<file path="config.mk">
export PLATFORM = sky130hd
export DESIGN_NAME = if_id_fetch_queue
export DESIGN_NICKNAME = d
export VERILOG_FILES = /design/src/rtl/if_id_fetch_queue.sv
export SDC_FILE = /design/constraint.sdc
export NUM_CORES = 1
export LEC_CHECK = 0
export ABC_AREA = 1
export CAP_MARGIN = 0
export CELL_PAD_IN_SITES_DETAIL_PLACEMENT = 1
export CELL_PAD_IN_SITES_GLOBAL_PLACEMENT = 2
export CORE_UTILIZATION = 28
export DETAILED_ROUTE_END_ITERATION = 6
export PLACE_DENSITY = 0.91
export SYNTH_ARGS = -nofsm -noshare
export SYNTH_HDL_FRONTEND = slang
export SYNTH_SLANG_ARGS = --single-unit
</file>
<file path="constraint.sdc">
create_clock -name clk -period 7.7 [get_ports clk]
set_input_delay 2.31 -clock clk [delete_from_list [all_inputs] [get_ports clk]]
set_output_delay 2.31 -clock clk [all_outputs]
set_load 0.02 [all_outputs]
</file>
<file path="src/rtl/if_id_fetch_queue.sv">
// Fetch queue between the PC register and decode: issues PC to a 1-cycle synchronous
// instruction memory, captures {instr, pc} in a small FIFO, and throttles upstream via pc_hold.
module if_id_fetch_queue #(
    parameter int unsigned DATA_W = 32,
    parameter int unsigned ADDR_W = 32,
    parameter int unsigned DEPTH  = 2
) (
    input  logic                       clk,
    input  logic                       rst,
    input  logic [ADDR_W-1:0]          pc_count,
    output logic [ADDR_W-1:0]          imem_addr,
    input  logic [DATA_W-1:0]          imem_rdata,
    output logic                       pc_hold,
    input  logic                       flush,
    output logic                       id_valid,
    input  logic                       id_ready,
    output logic [DATA_W-1:0]          id_instr,
    output logic [ADDR_W-1:0]          id_pc,
    output logic [ADDR_W-1:0]          id_pc_plus4,
    output logic [$clog2(DEPTH):0]     occupancy
);

    localparam int unsigned PTR_W = $clog2(DEPTH);
    localparam int unsigned CNT_W = PTR_W + 1;

    logic [DATA_W-1:0] instr_mem [DEPTH];
    logic [ADDR_W-1:0] pc_mem    [DEPTH];
    logic [PTR_W-1:0]  rd_ptr;
    logic [PTR_W-1:0]  wr_ptr;
    logic [CNT_W-1:0]  count;
    logic              req_valid_q;
    logic [ADDR_W-1:0] req_pc_q;
    logic              pop;
    logic              push;
    logic              issue;
    logic [CNT_W:0]    credit;

    assign imem_addr   = pc_count;
    assign id_instr    = instr_mem[rd_ptr];
    assign id_pc       = pc_mem[rd_ptr];
    assign id_pc_plus4 = id_pc + ADDR_W'(4);
    assign occupancy   = count;

    // Credits count buffered entries plus the in-flight request, minus the entry leaving
    // this cycle; the pop term keeps one instruction per cycle flowing at DEPTH=2.
    always_comb begin
        id_valid = (count != '0) && !flush;
        pop      = id_valid && id_ready;
        push     = req_valid_q && !flush;
        credit   = {1'b0, count} + (CNT_W+1)'(req_valid_q) - (CNT_W+1)'(pop);
        pc_hold  = (credit >= (CNT_W+1)'(DEPTH)) && !flush;
        issue    = !pc_hold && !flush;
    end

    always_ff @(posedge clk or posedge rst) begin
        if (rst) begin
            count       <= '0;
            rd_ptr      <= '0;
            wr_ptr      <= '0;
            req_valid_q <= 1'b0;
            req_pc_q    <= '0;
            for (int unsigned i = 0; i < DEPTH; i++) begin
                instr_mem[PTR_W'(i)] <= '0;
                pc_mem[PTR_W'(i)]    <= '0;
            end
        end else begin
            req_pc_q <= pc_count;
            if (flush) begin
                count       <= '0;
                rd_ptr      <= '0;
                wr_ptr      <= '0;
                req_valid_q <= 1'b0;
            end else begin
                req_valid_q <= issue;
                if (push) begin
                    instr_mem[wr_ptr] <= imem_rdata;
                    pc_mem[wr_ptr]    <= req_pc_q;
                    wr_ptr            <= wr_ptr + PTR_W'(1);
                end
                if (pop) begin
                    rd_ptr <= rd_ptr + PTR_W'(1);
                end
                if (push && !pop) begin
                    count <= count + CNT_W'(1);
                end else if (pop && !push) begin
                    count <= count - CNT_W'(1);
                end
            end
        end
    end

endmodule
</file>
==> results.md <==
- Critical path arrival: 4.98 ns
- Global Route Usage Sum: 15.60%
- Vias in the first global route: 6677
- CTS sink cnt: 165
- Ant diodes: 0
- Clock-pin slew on the worst setup and hold paths: 0.06 ns
- Final min period: 7.289 ns
- Post-route ant nets: 0
- Dpl hpwl: 15.01 mm
- Slew @ Worst Pin: 1.049 ns
- CP Capture Type: output port
- Final Util: 38.71%
- Cell area after synthesis: 0.007853 mm2
- Starting Density: 28.82%
- CTS tree: yes
- Clock buffer depth: 2
- Setup CP Type: in2out
- Status: complete, no violations
- Layout cell share with drive strength beyond 1: 8.589%
- Via count: 6538
- DIE AREA: 0.02872 mm2
- CP Launch Type: primary input
- Largest net degree at the start of global routing: 115
- Final Hold Viols: 0
- Port Buffer Count: 199
- Cells after Synth: 981
- CTS buffer count: 17
- PostCTS Resize Cnt: 0
- Final WL: 21.45 mm
- Post-CTS setup buffer count: 0
- First DRT Iteration DRCs: 278
- Routability cong.: 0.8257
- Area grow syn2layout: 34.35%
- I/O pin count: 200
- Num rows: 60
- Slew Viols, Final: 0
- Final period util: 94.66%
- Synth warn: 0
- Core Region: 0.02725 mm2
- Min-Delay Path Class: reg2reg
- Initial antenna violation count: 0
- Sequential share of the synthesized area: 52.58%
- Worst path required time: 5.39 ns
- Peak supply drop: 0.1825 mV
- Wire per inst: 14.18 um
- RSZ-0062 raised after global routing: no
- Hold Buf Count CTS: 0
- Fillers: 3222
- Pwr dens: 415.9 mW/mm2
- First-pass GRT wire length: 35.28 mm
- # H-tree levels: 4
- Nets@finish: 1200
- Count of final setup violators: 0
- Chip height: 169.5 um
- Synth cell types: 26
- DRC violations left: 0
- Post-Syn Nets: 1052
- Final Power: 0.004388 W
- Relative max-transition margin: 30.04%
- Setup TNS: 0 ns
- Maxcap violations: 0
- Clock Skew: 0.01038 ns
- Yosys reg bits: 165
- Max Fclk: 137.2 MHz
- Via density: 4.321
- Clk_lat worst skew: 0.42 ns
- CTS root buf: clkbuf_16
- Synth Area per Inst: 8.005 um2
- Leak Pwr: 5.014 nW
- Drt pass-1 iters: 4
- Overflow after GRT: 0
- Worst-path fanout max: 5
- Die width: 169.5 um
## cells in the mapped netlist
cell type | n | share of area (%)
buf_2 | 5 | 0.32
buf_8 | 1 | 0.19
dfrtp_1 | 165 | 53
o21ai_2 | 1 | 0.11
nand3b_1 | 5 | 0.48
ha_1 | 2 | 0.32
a21oi_1 | 1 | 0.064
nand2_4 | 2 | 0.29
xnor2_1 | 8 | 0.89
o21ai_0 | 132 | 8.4
inv_1 | 94 | 4.5
nor2_4 | 3 | 0.43
nor2_2 | 21 | 1.7
buf_1 | 1 | 0.048
buf_6 | 3 | 0.43
nand3_1 | 11 | 0.70
nand2_2 | 26 | 2.1
nand2_1 | 390 | 19
xor2_1 | 9 | 1.0
buf_4 | 35 | 3.3
inv_2 | 2 | 0.096
nor2_1 | 30 | 1.4
fa_1 | 1 | 0.25
clkbuf_1 | 30 | 1.4
or2_2 | 2 | 0.16
nand3_2 | 1 | 0.13
## state kept, by name, indices dropped and copies added (netlist names)
signal	flops
instr_mem	64
pc_mem	64
req_pc_q	32
occupancy	2
rd_ptr	1
req_valid_q	1
wr_ptr	1
## worst paths after layout
check / depth (start not counted) / end / startpoint / slack, ns
max: 12 / pc_hold / flush / 0.41
min: 2 / pc_mem[31]$_DFFE_PP0P_ / pc_mem[31]$_DFFE_PP0P_ / 0.48
max reg2reg: 6 / instr_mem[46]$_DFFE_PP0P_ / req_valid_q$_DFF_PP0_ / 5.44
min reg2reg: 2 / pc_mem[31]$_DFFE_PP0P_ / pc_mem[31]$_DFFE_PP0P_ / 0.48
max in group asynchronous: 3 / rd_ptr$_DFFE_PP0P_ / rst / 3.93
min in group asynchronous: 2 / instr_mem[14]$_DFFE_PP0P_ / rst / 2.51
## worst max-delay path: stages
cell	delay, ns
clkdlybuf4s50_1	0.54
nor2_1	0.08
nand2_1	0.11
inv_1	0.07
ha_1	0.26
or2_2	0.30
fa_1	0.38
xnor2_1	0.13
nand2_1	0.09
nand2_1	0.05
inv_1	0.04
clkdlybuf4s50_1	0.59
## routing by layer
layer	vias up	track usage [%]	wire length, um
met2	151	25.60	10000
li1	3260	-	-
met1	3107	20.21	10090
met5	-	0	0
met4	0	5.288	334
met3	20	3.545	1025
## stage by stage
stage,instance area [um2],cells,setup WS (ns),hold WS (ns)
after floorplan,7853,981,0.9283,0.4457
after global placement,9916,1482,0.4207,0.4610
after detailed placement,9916,1482,0.4007,0.4696
after CTS,10550,1513,0.3958,0.4861
after global routing,10550,1513,0.1575,0.4943
final,10550,1513,0.4113,0.4815
## kinds of logic after synthesis
kind of cell | after synthesis | share of synthesized area, %
AOI/OAI and AO/OA | 134 | 8.588
DFF | 165 | 52.58
and+or+nand+nor | 491 | 26.00
adders and majority gates | 3 | 0.5736
buffers and inverters | 171 | 10.36
xor gates and xnor gates | 17 | 1.896
## area by class of cell
class                           instances  area [um2]  area share, %
Multi-Input combinational cell        645        2925          27.73
Clock inverter                         13       195.2          1.850
Timing Repair Buffer                  204        2029          19.24
Tap cell                              372       465.4          4.412
Clock buffer                           18       439.2          4.163
Sequential cell                       165        4130          39.15
Inverter                               96       365.4          3.463
## layout by cell type, fill, tap and decap left out, types with 4 or more instances in the layout
cell,instances
nor2_2,21
xor2_1,9
clkbuf_16,17
nand2_1,388
inv_6,6
nand3_1,11
inv_1,93
nand2_2,26
nor2_1,30
nand3b_1,5
bufinv_16,4
dfrtp_1,164
xnor2_1,8
nand2_4,4
o21ai_0,132
buf_4,5
clkdlybuf4s50_1,199
## report_power, final
part	switching (W)	internal [W]
Sequential	0.000189	0.00118
Combinational	0.00123	0.000868
Clock	0.000364	0.000556
Power figures use the tool's default switching activity.
